<file path="src/rtl/busca_instrucao.sv">
// -----------------------------------------------------------------------------
// busca_instrucao -- instruction fetch stage.
//
// Issues one fetch at a time to instruction memory, holds the returned word
// until decode accepts it, and handles redirects (flush + restart) including
// the case where a request is already in flight and its response must be
// dropped when it arrives.
//
// States:
//   BUSCA    : request outstanding at mem_addr (or about to be, right after reset)
//   CHEIO    : instruction held on instr/pc with instr_valid=1, no request
//   DESCARTE : in-flight response belongs to a flushed path; wait and drop it
//   ERRO     : terminal misaligned-redirect trap (only with MISALIGN_TRAP_EN)
//
// Optional feature macro: MISALIGN_TRAP_EN
//   Adds output erro_alinhamento and the ERRO state. A redirect whose target
//   has redirect_pc[1:0] != 0 sets the flag and parks the block until reset.
//
// Parameters:
//   RESET_PC          first fetch address after reset
// Ports:
//   clk               clock, rising-edge
//   reset             synchronous, active-high
//   mem_req/mem_addr  fetch request and its byte address
//   mem_ack/mem_rdata memory response (data valid only with ack)
//   instr/pc          held instruction word and its address
//   instr_valid       instr/pc hold an undelivered instruction
//   instr_ready       decode accepts instr this cycle
//   redirect/redirect_pc  flush and restart fetch at redirect_pc
//   n_instr           count of completed instr_valid & instr_ready transfers
//   erro_alinhamento  misaligned redirect trap flag (MISALIGN_TRAP_EN only)
// -----------------------------------------------------------------------------
module busca_instrucao #(
  parameter logic [63:0] RESET_PC = 64'h0
) (
  input  logic        clk,
  input  logic        reset,
  output logic        mem_req,
  output logic [63:0] mem_addr,
  input  logic        mem_ack,
  input  logic [31:0] mem_rdata,
  output logic [31:0] instr,
  output logic [63:0] pc,
  output logic        instr_valid,
  input  logic        instr_ready,
  input  logic        redirect,
  input  logic [63:0] redirect_pc,
  output logic [63:0] n_instr
`ifdef MISALIGN_TRAP_EN
  ,
  output logic        erro_alinhamento
`endif
);

  typedef enum logic [1:0] {
    ST_BUSCA    = 2'd0,
    ST_CHEIO    = 2'd1,
    ST_DESCARTE = 2'd2
`ifdef MISALIGN_TRAP_EN
    ,
    ST_ERRO     = 2'd3
`endif
  } estado_t;

  // A fetch target is misaligned when its two low address bits are non-zero.
  function automatic logic desalinhado(input logic [63:0] addr);
    return (addr[1:0] != 2'b00);
  endfunction

  estado_t     state_q, state_d;
  logic [63:0] pc_busca_q, pc_busca_d;
  logic [63:0] mem_addr_q, mem_addr_d;
  logic        mem_req_q, mem_req_d;
  logic [31:0] instr_q, instr_d;
  logic [63:0] pc_q, pc_d;
  logic        instr_valid_q, instr_valid_d;
  logic [63:0] n_instr_q, n_instr_d;
  logic        ack_s;
  logic        trap_s;

  // mem_req is registered, so the first cycle after reset sits in BUSCA with
  // no request yet; an ack in that cycle cannot belong to us and is ignored.
  assign ack_s = mem_ack & mem_req_q;

`ifdef MISALIGN_TRAP_EN
  logic erro_q, erro_d;
  assign trap_s = redirect & desalinhado(redirect_pc) & (state_q != ST_ERRO);
`else
  assign trap_s = 1'b0;
`endif

  // State register.
  always_ff @(posedge clk) begin
    if (reset) begin
      state_q <= ST_BUSCA;
    end else begin
      state_q <= state_d;
    end
  end

  // Next-state logic; redirect always takes priority over ack/ready.
  always_comb begin
    state_d = state_q;
    case (state_q)
      ST_BUSCA: begin
        if (redirect) begin
          // With a request in flight and no ack yet, its response must be dropped.
          if (mem_req_q && !mem_ack) begin
            state_d = ST_DESCARTE;
          end else begin
            state_d = ST_BUSCA;
          end
        end else if (ack_s) begin
          state_d = ST_CHEIO;
        end else begin
          state_d = ST_BUSCA;
        end
      end
      ST_CHEIO: begin
        if (redirect || instr_ready) begin
          state_d = ST_BUSCA;
        end else begin
          state_d = ST_CHEIO;
        end
      end
      ST_DESCARTE: begin
        if (mem_ack) begin
          state_d = ST_BUSCA;
        end else begin
          state_d = ST_DESCARTE;
        end
      end
`ifdef MISALIGN_TRAP_EN
      ST_ERRO: begin
        state_d = ST_ERRO;
      end
`endif
      default: begin
        state_d = ST_BUSCA;
      end
    endcase
`ifdef MISALIGN_TRAP_EN
    if (trap_s) begin
      state_d = ST_ERRO;
    end else begin
      state_d = state_d;
    end
`endif
  end

  // Output / datapath next values derived from current state and inputs.
  always_comb begin
    pc_busca_d = pc_busca_q;
    mem_addr_d = mem_addr_q;
    instr_d    = instr_q;
    pc_d       = pc_q;
    n_instr_d  = n_instr_q;
    case (state_q)
      ST_BUSCA: begin
        if (redirect) begin
          pc_busca_d = redirect_pc;
          // Old address stays on the bus until its ack if one is outstanding.
          if (mem_req_q && !mem_ack) begin
            mem_addr_d = mem_addr_q;
          end else begin
            mem_addr_d = redirect_pc;
          end
        end else if (ack_s) begin
          instr_d    = mem_rdata;
          pc_d       = mem_addr_q;
          pc_busca_d = mem_addr_q + 64'd4;
        end else begin
          mem_addr_d = pc_busca_q;
        end
      end
      ST_CHEIO: begin
        if (redirect) begin
          pc_busca_d = redirect_pc;
          mem_addr_d = redirect_pc;
        end else if (instr_ready) begin
          n_instr_d  = n_instr_q + 64'd1;
          mem_addr_d = pc_busca_q;
        end else begin
          mem_addr_d = mem_addr_q;
        end
      end
      ST_DESCARTE: begin
        // Last redirect wins, including one arriving with the stale ack.
        if (redirect) begin
          pc_busca_d = redirect_pc;
        end else begin
          pc_busca_d = pc_busca_q;
        end
        if (mem_ack) begin
          mem_addr_d = redirect ? redirect_pc : pc_busca_q;
        end else begin
          mem_addr_d = mem_addr_q;
        end
      end
      default: begin
        pc_busca_d = pc_busca_q;
        mem_addr_d = mem_addr_q;
      end
    endcase
    mem_req_d     = (state_d == ST_BUSCA) || (state_d == ST_DESCARTE);
    instr_valid_d = (state_d == ST_CHEIO);
  end

  // Datapath and registered outputs.
  always_ff @(posedge clk) begin
    if (reset) begin
      pc_busca_q    <= RESET_PC;
      mem_addr_q    <= RESET_PC;
      mem_req_q     <= 1'b0;
      instr_q       <= 32'h0;
      pc_q          <= 64'h0;
      instr_valid_q <= 1'b0;
      n_instr_q     <= 64'h0;
    end else begin
      pc_busca_q    <= pc_busca_d;
      mem_addr_q    <= mem_addr_d;
      mem_req_q     <= mem_req_d;
      instr_q       <= instr_d;
      pc_q          <= pc_d;
      instr_valid_q <= instr_valid_d;
      n_instr_q     <= n_instr_d;
    end
  end

`ifdef MISALIGN_TRAP_EN
  // Sticky trap flag, cleared only by reset.
  always_comb begin
    if (trap_s) begin
      erro_d = 1'b1;
    end else begin
      erro_d = erro_q;
    end
  end

  // Trap flag register.
  always_ff @(posedge clk) begin
    if (reset) begin
      erro_q <= 1'b0;
    end else begin
      erro_q <= erro_d;
    end
  end

  assign erro_alinhamento = erro_q;
`endif

  assign mem_req     = mem_req_q;
  assign mem_addr    = mem_addr_q;
  assign instr       = instr_q;
  assign pc          = pc_q;
  assign instr_valid = instr_valid_q;
  assign n_instr     = n_instr_q;

endmodule
</file>
<file path="config.mk">
export PLATFORM = sky130hd
export DESIGN_NAME = busca_instrucao
export DESIGN_NICKNAME = d
export VERILOG_FILES = /design/src/rtl/busca_instrucao.sv
export SDC_FILE = /design/constraint.sdc
export NUM_CORES = 1
export LEC_CHECK = 0
export BUFFER_PORTS_ARGS = -buffer_cell sky130_fd_sc_hd__clkbuf_2
export CORE_ASPECT_RATIO = 0.75
export CORE_MARGIN = 1.5
export CORE_UTILIZATION = 50
export CTS_CLUSTER_DIAMETER = 50
export DETAILED_ROUTE_END_ITERATION = 10
export GPL_TIMING_DRIVEN = 0
export PLACE_DENSITY = 0.76
export RECOVER_POWER = 100
export SLEW_MARGIN = 20
export SYNTH_ARGS = -nofsm -noshare
export SYNTH_HDL_FRONTEND = slang
export SYNTH_SLANG_ARGS = --single-unit
export TNS_END_PERCENT = 100
</file>
<file path="constraint.sdc">
create_clock -name clk -period 2.4 [get_ports clk]
set_input_delay 0.36 -clock clk [delete_from_list [all_inputs] [get_ports clk]]
set_output_delay 0.36 -clock clk [all_outputs]
set_load 0.005 [all_outputs]
</file>
---- Word-level counts from Yosys, hierarchy flattened ----
Index checks and enable logic that the tools add are counted.
storage, ports and cells
  bits in registers ....................... 292
  latch bits .............................. 0
  RAM bits ................................ 0
  memory bits (read-only) ................. 0
  output and inout bits ................... 226
  word-level logic and storage cells ...... 51
  memories kept ........................... 0
operators by class
  add/sub/neg operators ................... 2
  multiply operators ...................... 0
  divide/modulo/power cells ............... 0
  magnitude comparators ................... 0
  eq/ne operators ......................... 9
  shift operators ......................... 0
  muxes and demuxes ....................... 17
  bitwise operators ....................... 2
  reductions and logical operators ........ 13
operator list
  cell                                            number
  two-way mux 64 bit                              9
  one-hot mux 64 bit (3 select lines)             1
  one-hot mux 64 bit (2 select lines)             1
  adder 64 x 1 -> 64 bit (second input constant)  1
  adder 64 x 3 -> 64 bit (second input constant)  1
  inequality test 3 bit (second input constant)   4
  two-way mux 2 bit                               3
  one-hot mux 2 bit (3 select lines)              1
  AND reduction 3 bit                             2
  AND reduction 5 bit                             1
  == test 2 x 1 -> 1 bit (second input constant)  2
  == test 2 bit (second input constant)           2
  logical NOT 2 bit                               2
  nonzero test 3 bit                              1
  logical OR 1 bit                                2
  two-way mux 1 bit                               2
  inequality test 2 bit (second input constant)   1
  AND reduction 2 bit                             1
  nonzero test 2 bit                              1
  OR reduction 2 bit                              1
  AND 1 bit                                       1
  logical AND 1 bit                               1
  logical NOT 1 bit                               1
  NOT 1 bit                                       1

---- Depth between registers and ports, before layout ----
Gate-level depths: netlist of the first run.
  depth after elaboration ................. 7
  depth in mapped cells ................... 11
  mapped depth without buffers ............ 8

---- Worst setup path before layout of the first run ----
No wires, ideal clock.
  path type ............................... register to register
  start ................................... register state_q[0]
  end ..................................... register pc_busca_q[14]
  arrival ................................. 2.081 ns
  setup slack ............................. 0.194 ns
  stages on the path, launching flop included .. 12
  period minus slack after synthesis ...... 2.206 ns
  cells stage by stage .................... dfxtp_1 inv_1 ha_1 clkbuf_1 nor2_1 a21oi_1 clkbuf_1 nand2b_1 clkbuf_1 clkbuf_1 a222oi_1 nor2_1
between the ends
  cells in the longest elaborated chain, start to end .. 4
  elaborated cells between the ends (all ways) .. 8
  classes of those cells .................. eq/ne: 3; mux: 1; reduce/logical: 4
ends and longest elaborated chain
  what                                                            line  RTL
  start, declared                                                 70    estado_t state_q, state_d;
  start signal, assigned                                          97    state_q <= state_d;
  == test 2 bit / == test 2 x 1 -> 1 bit (equally long branches)  158   case (state_q)
  OR reduction 2 bit (no line)                                    -
  nonzero test 2 bit (no line)                                    -
  AND reduction 2 bit (no line)                                   -
  end signal, assigned                                            220   pc_busca_q <= pc_busca_d;
  end, declared                                                   71    logic [63:0] pc_busca_q, pc_busca_d;
Several ways; a longest one is shown, not always the timed one.
A chain may end at the register's enable or synchronous reset.

---- Worst setup path after layout of the first run ----
  start ................................... register mem_addr_q[55] (netlist: mem_addr[55])
  end ..................................... register pc_busca_q[63]
between the ends
  cells in the longest elaborated chain, start to end .. 4
ends and longest elaborated chain
  what                                 line  RTL
  start, declared                      72    logic [63:0] mem_addr_q, mem_addr_d;
  start signal, assigned               221   mem_addr_q <= mem_addr_d;
  adder 64 x 3 -> 64 bit               171   pc_busca_d = mem_addr_q + 64'd4;
  two-way mux 64 bit                   168   end else if (ack_s) begin
  two-way mux 64 bit                   160   if (redirect) begin
  one-hot mux 64 bit (2 select lines)  158
Every way passes these cells. The select of a mux whose other input is x is not followed.

==> results of run 1 <==
power by group through the flow:
stage / registers [W] / logic [W] / clock network (W)
4_1_cts: 0.00542 / 0.00145 / 0.00563
6_report: 0.00544 / 0.00150 / 0.00559
5_1_grt: 0.00547 / 0.00162 / 0.00582
2_1_floorplan: 0.00545 / 0.000822 / 0
3_3_place_gp: 0.00551 / 0.00136 / 0
3_5_place_dp: 0.00552 / 0.00140 / 0
worst min-delay path by stage:
stage                 end  cells after the start  slack [ns]          start
4_1_cts         instr[23]                      3        0.06  mem_rdata[23]
3_3_place_gp        pc[6]                      2        0.44          pc[6]
2_1_floorplan  state_q[1]                      1        0.44        mem_ack
6_report        instr[10]                      3        0.07  mem_rdata[10]
5_1_grt          instr[2]                      3        0.08   mem_rdata[2]
3_5_place_dp    instr[14]                      2        0.45      instr[14]
layout by cell type, fill, tap and decap left out, types with 52 or more instances in the layout:
cell type / synthesis / layout
a211oi_1: 71 / 70
a21oi_1: 120 / 120
clkbuf_1: 92 / 68
clkbuf_2: 2 / 341
dfxtp_1: 292 / 289
mux2i_1: 63 / 63
nand2_1: 249 / 249
nor2_1: 183 / 178
o21ai_0: 56 / 52
xnor2_1: 79 / 79
timing repair:
item / in CTS / in global routing
gates cloned: 1 / 0
pin swaps: 7 / 8
setup endpoints to repair: 216 / 170
resized for setup: 59 / 44
buffers inserted: 12 / 10
hold buffers: 0 / 0
routing by layer:
layer	up-vias	wire, um	GRT usage [%]	part of all wire, %
li1	6336	-	-	-
met1	6400	19300	44.3	43
met2	791	19300	46.8	43
met3	120	5060	7.74	11
met4	6	1620	12.3	3.6
met5	-	42	0	0.093
cells by family after synthesis:
logic type | synth area share [%]
flops | 44.5
simple gates | 22.3
buf+inv | 3.98
xor+xnor | 7.27
mux | 4.80
compound gates | 16.5
fa+ha+maj | 0.572
cells in the mapped netlist, types with 2 or more instances:
master    count
a311oi_1      3
dfxtp_1     292
a22oi_1      32
or3_1         6
clkbuf_2      2
a222oi_1     13
o22ai_1      29
inv_1        22
ha_1          6
o21ai_0      56
clkbuf_1     92
buf_1         8
and4_1       18
nand3_1      47
a31oi_1       3
and3_1       18
nor2b_1       3
nor3_1       40
a211oi_1     71
mux2i_1      63
nand2_1     249
and2_1        7
a21oi_1     120
xnor2_1      79
or4_1         2
buf_2        11
nand2b_1      2
nor3_2        5
a221oi_1      8
o21a_1        4
nor4_4        2
nand4_1      32
nand4_2       3
nor4_1        7
nor2_1      183
xor2_1       30
area by class of cell:
cell class | count | area share (%)
clock inverters | 11 | 1.14
inverters | 22 | 0.490
clock buffers | 47 | 6.02
flip-flops and latches | 292 | 34.7
well taps | 344 | 2.56
plain buffers | 108 | 2.97
diodes | 6 | 0.0892
repair buffers | 348 | 10.8
multi-input cells | 1156 | 41.2
sequential cells by signal, summed over array words and instances, names as in the netlist:
| name | count |
|---|---|
| pc | 64 |
| instr | 32 |
| instr_valid | 1 |
| mem_addr | 64 |
| mem_req | 1 |
| n_instr | 64 |
| state_q | 2 |
| pc_busca_q | 64 |
metrics by stage:
step | area, um^2 | TNS [ns] | instances | worst slack (ns) | util, %
after floorplan | 13100 | 0 | 1583 | 0.194 | -
after global placement | 15200 | -83.04 | 2252 | -0.778 | 58.6
after detailed placement | 15200 | -91.14 | 2252 | -0.741 | 58.6
after CTS | 16700 | 0 | 2320 | 0.00611 | 64.3
after global routing | 16800 | -0.183 | 2332 | -0.0436 | 65.0
final | 16800 | -0.0109 | 2334 | -0.0109 | 65.0
worst reg2reg max path: stages, from the launching register on:
cell     delay, ns
dfxtp_1       0.50
nand4_1       0.30
nor3_1        0.32
or4b_2        0.66
nor3_2        0.23
xnor2_1       0.18
o22ai_1       0.09
==> flow_summary_export.csv, run 1 <==
group,metric,value,unit
flow_run,maxCapViolCount,0,
global_route,grt_pass1_wl,67700,um
setup_path,worstSetupPathType,"reg2reg",
pwr,peakVddDrop,0.000439,V
status,violations,"setup timing",
clock_tree,htree_levels,2,
setup_path,crit_chain,"nand4_1, nor3_1, or4b_2, nor3_2, xnor2_1, o22ai_1",
synthesis,netlist_area,0.0131,mm^2
synthesis,ys_types,51,
sta,period_needed,2.41,ns
floorplan,ios,327,
synthesis,syn_nets,1690,
setup_path,reg2reg_to,"pc_busca_q[63]",
global_route,gr-total-overflow,0,
floorplan,num_rows,51,
setup_path,worst-path-buf-inv,0,
global_route,grt_pass1_vias,12199,
detailed_routing,dr.pass1.iters,5,
synthesis,avgSynthCellArea,8.29,um^2
detailed_routing,via_per_inst,5.85,
setup_path,cp-start-kind,"register",
sta,slew_headroom,34.0,%
setup_path,r2r_cells,6,
setup_path,critPathArrivalTime,2.77,ns
pwr,switchingPower,0.00333,W
global_route,grt_max_degree,14,
final_layout,nets,2069,
setup_path,timing.rr.start,"mem_addr[55]",
place,gp_congestion,0.949,
setup_path,crit_cells,6,
floorplan,dieWidth,190,um
setup_path,required,2.76,ns
setup_path,critPathCapture,"pc_busca_q[63]",
setup_path,rrSetupSlack,-0.01,ns
pwr,cell_internal_pwr,0.00920,W
final_layout,drive_gt1_share,24.6,%
pwr,power_density,744,mW/mm^2
floorplan,start_util,50.7,%
sta,fin_ws,-0.0109,ns
pwr,seqPwrFrac,43.4,%
detailed_routing,drc,0,
clock_tree,cts_max_path_buffers,3,
synthesis,synthFlopType,"dfxtp_1",
pwr,clock_power_share,44.6,%
clock_tree,cts_root_buf,"clkbuf_16",
pwr,p_comb_share,12.0,%
final_layout,final-seq-area,0.00585,mm^2
status,outcome,"finished, violations left",
clock_tree,cts_tree,"done",
sta,holdWs,0.0745,ns
global_route,antenna_found_initial,9,
final_layout,area_growth,28.2,%
pwr,leakagePower,6.80,nW
synthesis,synth_edf_count,0,
final_layout,multi_input_area,0.00693,mm^2
synthesis,seq_area_frac_synth,44.5,%
clock_tree,clk_pin_slew,0.06,ns
detailed_routing,drtAntennaViolNets,0,
setup_path,cp_max_fo,7,
detailed_routing,vias,13653,
synthesis,synthTopCellsByArea,"dfxtp_1 (45%), nand2_1 (7.1%), xnor2_1 (5.3%)",
pwr,finalPower,0.0125,W
detailed_routing,wl,45300,um
setup_path,critPathTopFamily,"simple AND/OR/NAND/NOR gates",
clock_tree,insertion_delay,0.52,ns
place,hpwlAfterDp,31900,um
sta,setup_viol_count_final,1,
pwr,swShare,26.6,%
floorplan,die_h,143,um
global_route,track_usage,31.7,%
floorplan,coreArea,0.0259,mm^2
sta,worst_slew_pin_slew,0.991,ns
synthesis,synthArstFlopShare,0,%
synthesis,yosysTopAreaCellShare,44.5,%
place,port_buffers,325,
clock_tree,clock-sinks,292,
final_layout,nFillCells,2258,
detailed_routing,routedWlPerCell,19.4,um
sta,hold_violations,0,
setup_path,critPathLaunch,"mem_addr[55]",
synthesis,synthCells,1583,
sta,slew_viol_final,0,
clock_tree,cts_made_buffers,34,
setup_path,critPathSlowestCell,"or4b_2",
sta,fin_worst_skew,0.0223,ns
sta,fmax,415,MHz
min_path,hold_class,"in2reg",
detailed_routing,drtIter0Drc,1494,
floorplan,die_area,0.0272,mm^2
synthesis,ys_warn_count,0,
synthesis,ys_seq_elements,292,
sta,period_share,100,%
synthesis,synth.largest_area_cell,"dfxtp_1",
setup_path,crit_path_end_kind,"register",
setup_path,cpPeakStageDelay,0.66,ns
Note: power is estimated with default switching activity, not from simulation.
==> run 2, diff against run 1 <==
Settings changed: CAP_MARGIN from default to 10, MAX_ROUTING_LAYER from default to met4.
==> run 2 against run 1 <==
Compared with the run above:
- the flow now finishes without violations
- combinational power is essentially flat
- maximum frequency increased by 3.1%
- final cell count about the same
- final area decreased by 0.58%
- setup slack better by 0.072 ns
- sequential share of layout area is 0.20 points higher
- first-iteration DRC count decreased by 7.4%
- critical path type unchanged
- critical endpoint is now n_instr[50]
- highest routed layer is now met4
==> flow_summary_export.csv, run 2 (synthesis results as in run 1) <==
group,metric,value,unit
status,outcome,"completed",
floorplan,die_h,143,um
sta,hold_violations,0,
setup_path,cpPeakStageDelay,0.56,ns
setup_path,crit_path_end_kind,"register",
global_route,grt_pass1_vias,12302,
pwr,power_density,725,mW/mm^2
min_path,hp-start,"mem_rdata[8]",
global_route,track_usage,31.8,%
clock_tree,cts_tree,"done",
clock_tree,clock-sinks,292,
setup_path,crit_chain,"inv_1, ha_2, nand4b_4, nor4_4, nand4_4, or4_1, xor2_1, nor2_1",
final_layout,fin_area,0.0167,mm^2
setup_path,critPathSlowestCell,"or4_1",
floorplan,ios,327,
final_layout,drive_gt1_share,24.5,%
detailed_routing,drtIter0Drc,1383,
setup_path,cp_max_fo,5,
floorplan,num_rows,51,
clock_tree,clk_pin_slew,0.06,ns
sta,rsz0062_at_grt,"true",
detailed_routing,via_per_inst,5.78,
detailed_routing,drtAntennaViolNets,0,
setup_path,cp-start-kind,"register",
detailed_routing,dr.pass1.iters,6,
sta,period_needed,2.34,ns
clock_tree,htree_levels,2,
flow_run,maxCapViolCount,0,
detailed_routing,wl,44300,um
sta,period_share,97.4,%
setup_path,timing.rr.start,"state_q[1]",
sta,slew_headroom,30.6,%
floorplan,start_util,50.7,%
final_layout,final_util,64.6,%
sta,setup_viol_count_final,0,
setup_path,worstSetupPathType,"reg2reg",
clock_tree,cts_made_buffers,34,
global_route,gr-total-overflow,0,
place,hpwlAfterDp,31700,um
floorplan,dieWidth,190,um
final_layout,layout_commonest_cell,"clkbuf_2",
global_route,grt_pass1_wl,66600,um
sta,fmax,428,MHz
sta,fin_worst_skew,0.0210,ns
pwr,peakVddDrop,0.000486,V
detailed_routing,vias,13504,
final_layout,nFillCells,2295,
detailed_routing,routedWlPerCell,19.0,um
setup_path,critPathArrivalTime,2.72,ns
place,port_buffers,325,
clock_tree,cts_root_buf,"clkbuf_16",
sta,worst_slew_pin_slew,1.04,ns
final_layout,final_cell_mix,"clkbuf_2 (339), dfxtp_1 (289), nand2_1 (249)",
sta,slew_viol_final,0,
place,gp_congestion,0.959,
floorplan,coreArea,0.0259,mm^2
detailed_routing,drc,0,
global_route,grt_max_degree,16,
pwr,leakagePower,6.78,nW
global_route,antenna_found_initial,5,
sta,setup_tns,0,ns
final_layout,nets,2068,
place,placedInstanceArea,0.0152,mm^2
final_layout,area_growth,27.5,%
setup_path,required,2.78,ns
setup_path,critPathLaunch,"state_q[1]",
floorplan,die_area,0.0272,mm^2
clock_tree,insertion_delay,0.52,ns
min_path,hold_class,"in2reg",
clock_tree,cts_max_path_buffers,3,
-- run 2: path summary, 6_finish.rpt --
kind         cells past startpoint          end  slack, ns
max                              8  n_instr[50]       0.06
max reg2reg                      8  n_instr[50]       0.06
min                              3     instr[8]       0.07
min reg2reg                      2       pc[63]       0.45
-- run 2: area by class of cell --
class	instances	area [um^2]	area share, %
clock inverters	11	71.3	0.426
clock buffers	50	1060	6.36
plain buffers	106	475	2.84
inverters	22	82.6	0.493
flip-flops and latches	292	5850	34.9
multi-input cells	1156	6930	41.4
well taps	344	430	2.57
diodes	5	12.5	0.0747
repair buffers	349	1830	10.9
-- run 2: stage by stage --
stage | worst slack (ns) | instances | power (W) | hold slack (ns)
3_5_place_dp | -0.773 | 2252 | 0.00692 | 0.446
4_1_cts | -0.264 | 2316 | 0.0121 | 0.0621
3_3_place_gp | -0.778 | 2252 | 0.00688 | 0.442
6_report | 0.0612 | 2335 | 0.0121 | 0.0697
2_1_floorplan | 0.194 | 1583 | 0.00627 | 0.439
5_1_grt | -0.105 | 2335 | 0.0125 | 0.0770
-- run 2: worst max-delay path: cells and delay by family, from the launching register on --
kind / cells / cell delay, ns
adder cells (fa/ha/maj): 1 / 0.24
buffers and inverters: 1 / 0.10
AND/OR/NAND/NOR: 5 / 1.40
flip-flops: 1 / 0.33
XOR/XNOR: 1 / 0.14
-- run 2: routing by layer --
layer / GRT usage (%) / vias to the layer above / wire (um)
met1: 43.3 / 6352 / 19100
met4: 11.4 / 0 / 1450
li1: - / 6345 / -
met5: - / - / 0
met3: 6.91 / 102 / 4810
met2: 46.4 / 705 / 18900
-- run 2: repair_timing --
action / in CTS / in global routing
endpoints found under the hold margin: 0 / 0
setup endpoints to repair: 194 / 166
hold buffers: 0 / 0
gates resized for setup: 42 / 49
pin swaps: 5 / 7
setup buffers: 7 / 16
gates cloned: 1 / 0
-- run 2: power by group --
group / total, W / switching, W / internal, W
Sequential: 0.00544 / 0.000323 / 0.00512
Clock: 0.00521 / 0.00212 / 0.00309
Combinational: 0.00149 / 0.000894 / 0.000593
Total: 0.0121 / 0.00334 / 0.00880
